==> config.mk <==
export PLATFORM = sky130hd
export DESIGN_NAME = avm_read_arbiter
export DESIGN_NICKNAME = d
export VERILOG_FILES = /design/src/rtl/avm_arb_pkg.sv /design/src/rtl/avm_id_fifo.sv /design/src/rtl/avm_read_arbiter.sv
export SDC_FILE = /design/constraint.sdc
export NUM_CORES = 1
export LEC_CHECK = 0
export BUFFER_PORTS_ARGS = -buffer_cell sky130_fd_sc_hd__buf_2
export CAP_MARGIN = 20
export CORE_AREA = 2 2 112 114
export CTS_BUF_LIST = sky130_fd_sc_hd__clkbuf_16
export DETAILED_ROUTE_END_ITERATION = 10
export DIE_AREA = 0 0 114 116
export PLACE_DENSITY_LB_ADDON = 0.2
export SLEW_MARGIN = 20
export SYNTH_ARGS = -nofsm -noshare
export SYNTH_HDL_FRONTEND = slang
export SYNTH_SLANG_ARGS = --single-unit
==> constraint.sdc <==
create_clock -name clk -period 6 [get_ports clk]
set_input_delay 0.9 -clock clk [delete_from_list [all_inputs] [get_ports clk]]
set_output_delay 0.9 -clock clk [all_outputs]
set_load 0.005 [all_outputs]
==> src/rtl/avm_arb_pkg.sv <==
// Shared types and widths for the FPGA-to-HPS Avalon-MM read arbiter.
package avm_arb_pkg;
  localparam int AVM_ADDR_W = 29;
  localparam int AVM_DATA_W = 64;

  typedef logic req_id_t;
  typedef enum logic {ARB_IDLE, ARB_ISSUE} arb_state_t;
endpackage

==> src/rtl/avm_id_fifo.sv <==
// Requester-ID FIFO: one entry per accepted read, popped per returned beat.
// A pop while empty is ignored, so a stray return can never underflow it.
module avm_id_fifo
  import avm_arb_pkg::*;
#(
  parameter int  DEPTH = 4,
  localparam int AW    = $clog2(DEPTH),
  localparam int CW    = $clog2(DEPTH) + 1
) (
  input  logic          clk,
  input  logic          rst_n,
  input  logic          push,
  input  req_id_t       push_id,
  input  logic          pop,
  output req_id_t       head,
  output logic [CW-1:0] count,
  output logic          empty
);

  req_id_t [DEPTH-1:0] mem_q, mem_d;
  logic [AW-1:0]       wr_q, wr_d, rd_q, rd_d;
  logic [CW-1:0]       count_q, count_d;
  logic                full, do_push, do_pop;

  assign empty   = (count_q == '0);
  assign full    = (count_q == CW'(DEPTH));
  assign do_pop  = pop & ~empty;
  assign do_push = push & (~full | do_pop);
  assign head    = mem_q[rd_q];
  assign count   = count_q;

  always_comb begin
    mem_d   = mem_q;
    wr_d    = wr_q;
    rd_d    = rd_q;
    count_d = count_q + CW'(do_push) - CW'(do_pop);
    if (do_push) begin
      mem_d[wr_q] = push_id;
      wr_d        = wr_q + AW'(1);
    end
    if (do_pop) rd_d = rd_q + AW'(1);
  end

  always_ff @(posedge clk) begin
    if (!rst_n) begin
      mem_q   <= '0;
      wr_q    <= '0;
      rd_q    <= '0;
      count_q <= '0;
    end else begin
      mem_q   <= mem_d;
      wr_q    <= wr_d;
      rd_q    <= rd_d;
      count_q <= count_d;
    end
  end

endmodule

==> src/rtl/avm_read_arbiter.sv <==
// Two-requester arbiter for a pipelined Avalon-MM read master with in-order return steering.
// Define AVM_ARB_FIXED_PRIO_EN to give requester 0 absolute priority instead of round-robin.
module avm_read_arbiter
  import avm_arb_pkg::*;
#(
  parameter int  MAX_OUTSTANDING = 4,
  localparam int CW              = $clog2(MAX_OUTSTANDING) + 1
) (
  input  logic                  clk,
  input  logic                  rst_n,
  input  logic [AVM_ADDR_W-1:0] rq0_addr,
  input  logic                  rq0_read,
  output logic                  rq0_waitrequest,
  output logic [AVM_DATA_W-1:0] rq0_readdata,
  output logic                  rq0_readdatavalid,
  input  logic [AVM_ADDR_W-1:0] rq1_addr,
  input  logic                  rq1_read,
  output logic                  rq1_waitrequest,
  output logic [AVM_DATA_W-1:0] rq1_readdata,
  output logic                  rq1_readdatavalid,
  output logic [AVM_ADDR_W-1:0] avm_addr,
  output logic                  avm_read,
  input  logic [AVM_DATA_W-1:0] avm_readdata,
  input  logic                  avm_readdatavalid,
  input  logic                  avm_waitrequest,
  output logic [CW-1:0]         outstanding
);

  arb_state_t            state_q, state_d;
  logic [AVM_ADDR_W-1:0] addr_q, addr_d;
  req_id_t               id_q, id_d;
  req_id_t               last_grant_q, last_grant_d;

  req_id_t               win_id, head_id;
  logic [AVM_ADDR_W-1:0] win_addr;
  logic [CW:0]           occ_sum;
  logic [CW-1:0]         fifo_count;
  logic                  accept, credit_ok, load, fifo_empty, ret_ok;

  assign avm_read    = (state_q == ARB_ISSUE);
  assign avm_addr    = addr_q;
  assign outstanding = fifo_count;

  // The read sitting in the issue register consumes a credit; returns this cycle do not free one.
  assign accept    = avm_read & ~avm_waitrequest;
  assign occ_sum   = {1'b0, fifo_count} + {{CW{1'b0}}, avm_read};
  assign credit_ok = (occ_sum < (CW+1)'(MAX_OUTSTANDING));
  assign load      = (~avm_read | accept) & credit_ok & (rq0_read | rq1_read);

  always_comb begin
    win_id = 1'b0;
    if (rq0_read && rq1_read) begin
`ifdef AVM_ARB_FIXED_PRIO_EN
      win_id = 1'b0;
`else
      win_id = ~last_grant_q;
`endif
    end else if (rq1_read) begin
      win_id = 1'b1;
    end
    win_addr = win_id ? rq1_addr : rq0_addr;
  end

  always_comb begin
    state_d      = state_q;
    addr_d       = addr_q;
    id_d         = id_q;
    last_grant_d = last_grant_q;
    if (load) begin
      state_d      = ARB_ISSUE;
      addr_d       = win_addr;
      id_d         = win_id;
      last_grant_d = win_id;
    end else if (accept) begin
      state_d = ARB_IDLE;
    end
  end

  always_ff @(posedge clk) begin
    if (!rst_n) begin
      state_q      <= ARB_IDLE;
      addr_q       <= '0;
      id_q         <= 1'b0;
      last_grant_q <= 1'b1;
    end else begin
      state_q      <= state_d;
      addr_q       <= addr_d;
      id_q         <= id_d;
      last_grant_q <= last_grant_d;
    end
  end

  avm_id_fifo #(.DEPTH(MAX_OUTSTANDING)) u_id_fifo (
    .clk     (clk),
    .rst_n   (rst_n),
    .push    (accept),
    .push_id (id_q),
    .pop     (avm_readdatavalid),
    .head    (head_id),
    .count   (fifo_count),
    .empty   (fifo_empty)
  );

  assign rq0_waitrequest = ~(rst_n & load & (win_id == 1'b0));
  assign rq1_waitrequest = ~(rst_n & load & (win_id == 1'b1));

  assign ret_ok            = rst_n & avm_readdatavalid & ~fifo_empty;
  assign rq0_readdatavalid = ret_ok & (head_id == 1'b0);
  assign rq1_readdatavalid = ret_ok & (head_id == 1'b1);
  assign rq0_readdata      = avm_readdata;
  assign rq1_readdata      = avm_readdata;

endmodule

==> results of run 1 <==
[final cells by class]
cell class,instances,area share
clock buffer,5,0.0424
clock inverter,2,0.00296
inverter,6,0.00762
multi-input combinational,155,0.419
sequential,43,0.291
tap,147,0.0623
timing repair buffer,102,0.175
[power breakdown]
part / total (uW) / switching [uW] / internal (uW)
clock: 255 / 106 / 150
combinational: 330 / 165 / 165
sequential: 394 / 46.0 / 348
total: 980 / 317 / 663
[worst reg2reg max path: cells and delay by family, from the launching register on]
family	cells	cell delay, ns
xor gates and xnor gates	1	0.13
adders and majority gates	2	0.58
DFF	1	0.36
and+or+nand+nor	3	1.05
[how the worst max path moves through the flow]
| stage | end | depth (start not counted) | slack (ns) | from |
|---|---|---|---|---|
| 3_5_place_dp | rq1_waitrequest | 7 | 2.72 | avm_waitrequest |
| 5_1_grt | rq1_waitrequest | 7 | 2.63 | avm_waitrequest |
| 3_3_place_gp | rq1_waitrequest | 7 | 2.77 | avm_waitrequest |
| 4_1_cts | rq1_waitrequest | 7 | 2.72 | avm_waitrequest |
| 6_report | rq1_waitrequest | 7 | 2.74 | avm_waitrequest |
| 2_1_floorplan | rq1_waitrequest | 5 | 3.17 | avm_waitrequest |
[registers in the layout, indices dropped and copies added, names as in the netlist]
name,cells
u_id_fifo.mem_q,4
u_id_fifo.count,3
id_q,1
u_id_fifo.rd_q,2
u_id_fifo.wr_q,2
avm_read,1
avm_addr,29
last_grant_q,1
[cells by family after synthesis]
group,Yosys count
buffers and inverters,153
adders and majority gates,8
muxes,30
DFF,43
and+or+nand+nor,68
xor gates and xnor gates,4
AOI/OAI and AO/OA,45
[routing by layer]
layer / vias up / part of all wire / track usage
li1: 990 / - / -
met1: 938 / 0.38 / 0.118
met2: 110 / 0.49 / 0.186
met3: 28 / 0.095 / 0.0345
met4: 0 / 0.030 / 0.0504
met5: - / 0 / 0
[synth_stat cells (2+ instances only)]
cell type and count:
dfxtp_1 43, or2_2 2, clkbuf_1 8, o221a_1 2
buf_4 128, and2_1 9, inv_1 6, xnor2_1 3
nand2_1 37, o221a_2 27, nand3_1 9, buf_2 10
nor2_1 4, o21ai_0 3, mux2i_1 29, ha_1 7
o21a_1 2, a21boi_1 5
[per-stage QoR]
step                setup slack, ns  power [uW]
CTS                            2.72         999
finish                         2.74         980
floorplan                      3.17         678
global placement               2.77         732
global route                   2.63        1060
detailed placement             2.72         739
==> flow_metrics.env, run 1 <==
export IMPL_arrival_ns=2.36
export IMPL_cts_tree="yes"
export IMPL_clock_path_buffers=2
export IMPL_post_route_util=0.248
export IMPL_cts_buffers=5
export IMPL_hold_buffers=0
export IMPL_vias=2066
export IMPL_diodes=0
export IMPL_detail_route_wirelength_mm=7.41
export IMPL_grt_pass1_wl_mm=11.0
export IMPL_maxCapViolations=0
export IMPL_synth_simple_area_share=0.102
export IMPL_fmax_mhz=307
export IMPL_postCtsSetupRepairBufs=0
export IMPL_fillers=1313
export IMPL_worst_pin_slew_ns=0.808
export IMPL_slew_viol_final=0
export IMPL_hp_class="reg -> reg"
export IMPL_hold_depth=2
export IMPL_start_util=0.265
export IMPL_grt_overflow_total=0
export IMPL_clk_latency_ns=0.28
export IMPL_timing_slew_headroom=0.461
export IMPL_placed_area_sq_mm=0.00282
export IMPL_p_leak_uw=0.00140
export IMPL_synth_top_area_cell="buf_4"
export IMPL_place_gp_congestion=0.759
export IMPL_clock_sinks=43
export IMPL_synth_distinct_cells=35
export IMPL_worstSetupPathType="in -> out"
export IMPL_critPathSlowestCell="or2_2"
export IMPL_drtIter0Drc=87
export IMPL_dieArea_sq_mm=0.0132
export IMPL_portBuffers=100
export IMPL_ir_drop_mv=0.119
export IMPL_die_y_microns=116
export IMPL_clk_pin_slew_ns=0.06
export IMPL_synth_area_mux_share=0.0990
export IMPL_final_common_cell="buf_2"
export IMPL_synthXorXnorAreaFrac=0.0111
export IMPL_r2r_end="u_id_fifo.count[2]"
export IMPL_crit_fanout=31
export IMPL_holdPathEnd="u_id_fifo.mem_q[3]"
export IMPL_tns_ns=0
export IMPL_cts_root_buf="clkbuf_16"
export IMPL_min_period_over_period=0.543
export IMPL_reg2reg_depth=6
export IMPL_crit_path_frequent_cell="buf_2"
export IMPL_cp_top_family="simple AND/OR/NAND/NOR gates"
export IMPL_min_from="u_id_fifo.mem_q[3]"
export IMPL_synthFlopType="dfxtp_1"
export IMPL_rrSetupSlack_ns=3.76
export IMPL_synth_fa_ha_area_frac=0.0341
export IMPL_antenna_left=0
export IMPL_period_minus_slack_ns=3.26
export IMPL_drc=0
export IMPL_syn_inst=351
export IMPL_synth_compound_area_share=0.141
export IMPL_area_growth_pct=-6.46
export IMPL_finClkSkew_ns=0.00368
export IMPL_crit_chain="buf_2 > and2b_1 > a22o_1 > nor2_2 > buf_4 > or2_2 > buf_2"
export IMPL_io_pins=293
export IMPL_syn_nets=487
export IMPL_setup_viol=0
export IMPL_crit_buf_inv=3
export IMPL_multi_input_area_sq_mm=0.00124
export IMPL_ys_seq_area_frac=0.273
export IMPL_grt_pass1_vias=2041
export IMPL_wl_per_cell_microns=16.1
export IMPL_grt_max_degree=49
export IMPL_stdcell_count=460
export IMPL_power_density_mw_per_mm2=332
export IMPL_r2r_start="u_id_fifo.count[1]"
export IMPL_mostFrequentLayoutCells="100 x buf_2, 43 x dfxtp_1, 37 x nand2_1"
export IMPL_drive_above_1_share=0.457
export IMPL_cts_resized=0
export IMPL_endpoint_kind="primary output"
export IMPL_rsz0062_at_grt="no"
export IMPL_place_inst=453
export IMPL_track_usage=0.107
export IMPL_stdcell_area_sq_mm=0.00295
export IMPL_dp_hpwl_mm=5.50
export IMPL_slowest_delay_ns=0.33
export IMPL_synth_edf_count=0
export IMPL_synth_avg_cell_area_sq_um=9.00
export IMPL_viasPerCell=4.49
export IMPL_antenna_found_initial=0
export IMPL_cp_required_ns=5.10
export IMPL_status="finished clean"
export IMPL_ys_warn_count=0
export IMPL_hold_violations=0
export IMPL_die_x_microns=114
export IMPL_synthTopCellsByArea="buf_4 30%, dfxtp_1 27%, o221a_2 9.6%, mux2i_1 9.2%, nand2_1 4.4%"
export IMPL_async_flop_share=0
export IMPL_nets=449
export IMPL_dr_pass1_iters=4
export IMPL_startpoint_type="primary input"
export IMPL_holdWs_ns=0.462
export IMPL_synth_top_family_by_area="buffers and inverters"
export IMPL_synth_top_cell_area_share=0.304
export IMPL_synth_seq_cells=43
export IMPL_netlist_area_sq_mm=0.00316
export IMPL_rows=40
export IMPL_regArea_sq_um=861
export IMPL_core_area_sq_mm=0.0119
export IMPL_ctsHtreeMaxLevel=2
Power figures use the tool's default switching activity.
==> run 2, diff against run 1 <==
Clock period 6 ns to 2.95 ns, I/O delays scaled along.
==> run 2 against run 1 <==
Effect of this change: combinational power is 110% higher; first-iteration DRC count is 22% higher; utilization is 0.34 points higher.
==> flow_metrics.env, run 2 (synthesis gave the netlist of run 1 again) <==
export IMPL_status="finished clean"
export IMPL_start_util=0.265
export IMPL_vias=2090
export IMPL_hp_class="reg -> reg"
export IMPL_rsz0062_at_grt="no"
export IMPL_worst_pin_slew_ns=0.619
export IMPL_track_usage=0.104
export IMPL_drive_above_1_share=0.457
export IMPL_cp_required_ns=2.51
export IMPL_nets=452
export IMPL_endpoint_kind="primary output"
export IMPL_clk_pin_slew_ns=0.06
export IMPL_rrSetupSlack_ns=0.72
export IMPL_clk_latency_ns=0.28
export IMPL_dp_hpwl_mm=5.69
export IMPL_arrival_ns=1.86
export IMPL_place_gp_congestion=0.722
export IMPL_finalPower_uw=2020
export IMPL_ctsHtreeMaxLevel=2
export IMPL_crit_fanout=7
export IMPL_cts_tree="yes"
export IMPL_place_inst=456
export IMPL_core_area_sq_mm=0.0119
export IMPL_setup_viol=0
export IMPL_diodes=0
export IMPL_hold_violations=0
export IMPL_viasPerCell=4.50
export IMPL_slew_viol_final=0
export IMPL_mostFrequentLayoutCells="100 x buf_2, 43 x dfxtp_1, 37 x nand2_1"
export IMPL_cts_resized=0
export IMPL_fmax_mhz=434
export IMPL_cts_root_buf="clkbuf_16"
export IMPL_stdcell_count=464
export IMPL_drtIter0Drc=106
export IMPL_cts_buffers=5
export IMPL_io_pins=293
export IMPL_maxCapViolations=0
export IMPL_antenna_left=0
export IMPL_largest_reg_flops=29
export IMPL_holdWs_ns=0.454
export IMPL_hold_buffers=0
export IMPL_p_leak_uw=0.00141
export IMPL_r2r_end="u_id_fifo.count[2]"
export IMPL_finClkSkew_ns=0.00454
export IMPL_antenna_found_initial=0
export IMPL_holdPathEnd="u_id_fifo.mem_q[2]"
export IMPL_wl_per_cell_microns=16.0
export IMPL_min_period_over_period=0.781
export IMPL_grt_max_degree=31
export IMPL_die_x_microns=114
export IMPL_startpoint_type="flip-flop"
export IMPL_postCtsSetupRepairBufs=0
export IMPL_drc=0
export IMPL_area_growth_pct=-5.19
export IMPL_post_route_util=0.251
export IMPL_slowest_delay_ns=0.36
export IMPL_ir_drop_mv=0.229
export IMPL_crit_chain="ha_1 > and4b_1 > a22o_1 > nor2_2 > or2_2 > buf_2"
export IMPL_clock_path_buffers=2
export IMPL_clock_sinks=43
export IMPL_reg2reg_depth=6
export IMPL_dieArea_sq_mm=0.0132
export IMPL_detail_route_wirelength_mm=7.44
export IMPL_grt_pass1_vias=1884
export IMPL_timing_slew_headroom=0.586
export IMPL_crit_buf_inv=1
export IMPL_rows=40
export IMPL_cp_top_family="simple AND/OR/NAND/NOR gates"
export IMPL_dr_pass1_iters=4
export IMPL_grt_pass1_wl_mm=10.6
export IMPL_power_density_mw_per_mm2=675
export IMPL_portBuffers=100
export IMPL_critPathSlowestCell="dfxtp_1"
export IMPL_grt_overflow_total=0
export IMPL_die_y_microns=116
export IMPL_worstSetupPathType="reg -> out"
export IMPL_period_minus_slack_ns=2.30
export IMPL_tns_ns=0
export IMPL_r2r_start="u_id_fifo.count[2]"
export IMPL_final_common_cell="buf_2"
export IMPL_hold_depth=2
export IMPL_min_from="u_id_fifo.mem_q[2]"
run 2: changes by cell type in the layout (fill, tap and decap cells not counted), sizes merged:
cell      delta
buf          +3
clkinvlp     +1
run 2: metrics by stage:
step / instance area (sq um) / setup slack [ns]
floorplan: 3160 / 0.698
global placement: 2850 / 0.630
detailed placement: 2850 / 0.608
CTS: 2990 / 0.608
global route: 2990 / 0.550
finish: 2990 / 0.647
run 2: routing by layer:
layer  track usage  share of wire  up-vias
met5             0              0        -
met1         0.117           0.40      950
met3        0.0356           0.10       25
met2         0.183           0.48      116
met4        0.0407          0.022        0
li1              -              -      999
run 2: power by group:
group	switching (uW)	internal, uW
Sequential	90.5	708
Clock	235	308
Combinational	337	343
Total	663	1360
run 2: cell type report:
cell class                      count  area (sq um)
Sequential cell                    43           861
Fill cell                        1309          8920
Clock buffer                        5           125
Clock inverter                      3          15.0
Inverter                            6          22.5
Tap cell                          147           184
Multi-Input combinational cell    155          1240
Timing Repair Buffer              105           551
run 2: worst max path at each step:
stage | endpoint | slack (ns) | from | cells past startpoint
2_1_floorplan | u_id_fifo.count[2] | 0.70 | avm_readdatavalid | 8
3_3_place_gp | u_id_fifo.count[2] | 0.63 | avm_readdatavalid | 7
3_5_place_dp | u_id_fifo.count[2] | 0.61 | avm_readdatavalid | 7
4_1_cts | rq1_waitrequest | 0.61 | u_id_fifo.count[1] | 6
5_1_grt | rq1_waitrequest | 0.55 | u_id_fifo.count[1] | 6
6_report | rq1_waitrequest | 0.65 | u_id_fifo.count[1] | 6
run 2: worst reg2reg max path: stages (launching register included):
cell	delay, ns
dfxtp_1	0.44
or4b_1	0.58
and2_4	0.25
ha_1	0.21
fa_1	0.37
xnor2_1	0.13
and2_1	0.15
==> run 3, diff against run 2 <==
Clock period 2.95 ns to 2.33 ns, I/O delays scaled along.
==> run 3 against run 2 <==
Effect of this change: sequential share of layout area decreased by 0.23 points; hold slack got worse by 0.088 ns; clock power increased by 27%; global-route usage is 0.14 points lower; non-clock buffer count grew 3; final cell count grew 0.65%; utilization is 0.20 points higher; sequential power up 27%; wire length down 1.9%; clock-buffer cell count unchanged; register-to-register slack worse by 0.49 ns; critical endpoint unchanged.
==> flow_metrics.env, run 3 (synthesis gave the netlist of run 1 again) <==
export IMPL_cts_tree="yes"
export IMPL_placed_area_sq_mm=0.00288
export IMPL_antenna_found_initial=0
export IMPL_drive_above_1_share=0.466
export IMPL_cts_resized=0
export IMPL_cp_required_ns=1.98
export IMPL_hp_class="in -> reg"
export IMPL_maxCapViolations=0
export IMPL_antenna_left=0
export IMPL_multi_input_area_sq_mm=0.00124
export IMPL_grt_max_degree=31
export IMPL_use_met1=0.110
export IMPL_period_minus_slack_ns=2.20
export IMPL_startpoint_type="flip-flop"
export IMPL_clock_sinks=43
export IMPL_status="finished clean"
export IMPL_portBuffers=100
export IMPL_area_growth_pct=-4.44
export IMPL_rsz0062_at_grt="no"
export IMPL_track_usage=0.103
export IMPL_grt_pass1_wl_mm=10.6
export IMPL_postCtsSetupRepairBufs=0
export IMPL_viasPerCell=4.32
export IMPL_rows=40
export IMPL_drtIter0Drc=104
export IMPL_start_util=0.265
export IMPL_fillers=1285
export IMPL_place_gp_congestion=0.682
export IMPL_cts_root_buf="clkbuf_16"
export IMPL_finClkSkew_ns=0.00607
export IMPL_die_y_microns=116
export IMPL_core_area_sq_mm=0.0119
export IMPL_final_common_cell="buf_2"
export IMPL_diodes=0
export IMPL_dieArea_sq_mm=0.0132
export IMPL_die_x_microns=114
export IMPL_clock_path_buffers=2
export IMPL_p_leak_uw=0.00143
export IMPL_dr_pass1_iters=4
export IMPL_hold_buffers=0
export IMPL_tns_ns=0
export IMPL_grt_overflow_total=0
export IMPL_largest_reg_flops=29
export IMPL_stdcell_area_sq_mm=0.00302
export IMPL_dp_hpwl_mm=5.63
export IMPL_regArea_sq_um=861
export IMPL_grt_pass1_vias=1938
export IMPL_setup_viol=0
export IMPL_wl_per_cell_microns=15.6
export IMPL_clk_latency_ns=0.28
export IMPL_ir_drop_mv=0.273
export IMPL_worst_pin_slew_ns=0.390
export IMPL_slew_viol_final=0
export IMPL_min_period_over_period=0.942
export IMPL_io_pins=293
export IMPL_ctsHtreeMaxLevel=2
export IMPL_drc=0
export IMPL_grt_util_met3=0.0350
export IMPL_timing_slew_headroom=0.739
export IMPL_gr_usage_met2=0.188
export IMPL_endpoint_kind="primary output"
export IMPL_mostFrequentLayoutCells="100 x buf_2, 43 x dfxtp_1, 37 x nand2_1"
export IMPL_cts_buffers=5
export IMPL_power_density_mw_per_mm2=852
export IMPL_grt_busiest_layer="met2"
export IMPL_nets=455
export IMPL_hold_violations=0
export IMPL_crit_fanout=7
export IMPL_fmax_mhz=455
export IMPL_arrival_ns=1.85
export IMPL_worstSetupPathType="reg -> out"
export IMPL_vias=2017
export IMPL_clk_pin_slew_ns=0.06
export IMPL_detail_route_wirelength_mm=7.29
## run 3: area by class of cell
cell class,count,share of cell area
clock buffer,5,0.0415
clock inverter,3,0.00539
inverter,6,0.00746
multi-input combinational,155,0.410
sequential,43,0.285
tap,147,0.0609
timing repair buffer,108,0.190
## run 3: layer usage
layer  share of wire  vias up
met5               0        -
met4           0.026        0
met3            0.10       26
met2            0.48      110
met1            0.39      878
li1                -     1003
## run 3: report_power, final
group | internal [uW] | switching, uW
sequential | 896 | 112
clock | 392 | 296
combinational | 445 | 430
## run 3: path summary, 6_finish.rpt
path,to,cells past startpoint,slack (ns),start
min reg2reg,u_id_fifo.mem_q[3],2,0.46,u_id_fifo.mem_q[3]
max reg2reg,u_id_fifo.count[2],6,0.23,u_id_fifo.count[2]
max,rq1_waitrequest,6,0.13,u_id_fifo.count[1]
min,id_q,3,0.37,rst_n
## run 3: worst max-delay path, cell delays in order (launching register included)
cell and delay, ns:
dfxtp_1 0.36, ha_1 0.22, and4b_1 0.24, a22o_1 0.25, nor2_2 0.06, or2_2 0.29
buf_2 0.14
## run 3: stage by stage
| step | setup WS, ns | hold slack, ns | power, uW | instances | util |
|---|---|---|---|---|---|
| CTS | 0.108 | 0.371 | 2620 | 467 | 0.253 |
| floorplan | 0.126 | 0.432 | 1750 | 351 | - |
| global placement | 0.208 | 0.444 | 1920 | 459 | 0.241 |
| global route | 0.0456 | 0.385 | 2760 | 467 | 0.253 |
| finish | 0.134 | 0.366 | 2570 | 467 | 0.253 |
| detailed placement | 0.188 | 0.452 | 1920 | 459 | 0.241 |
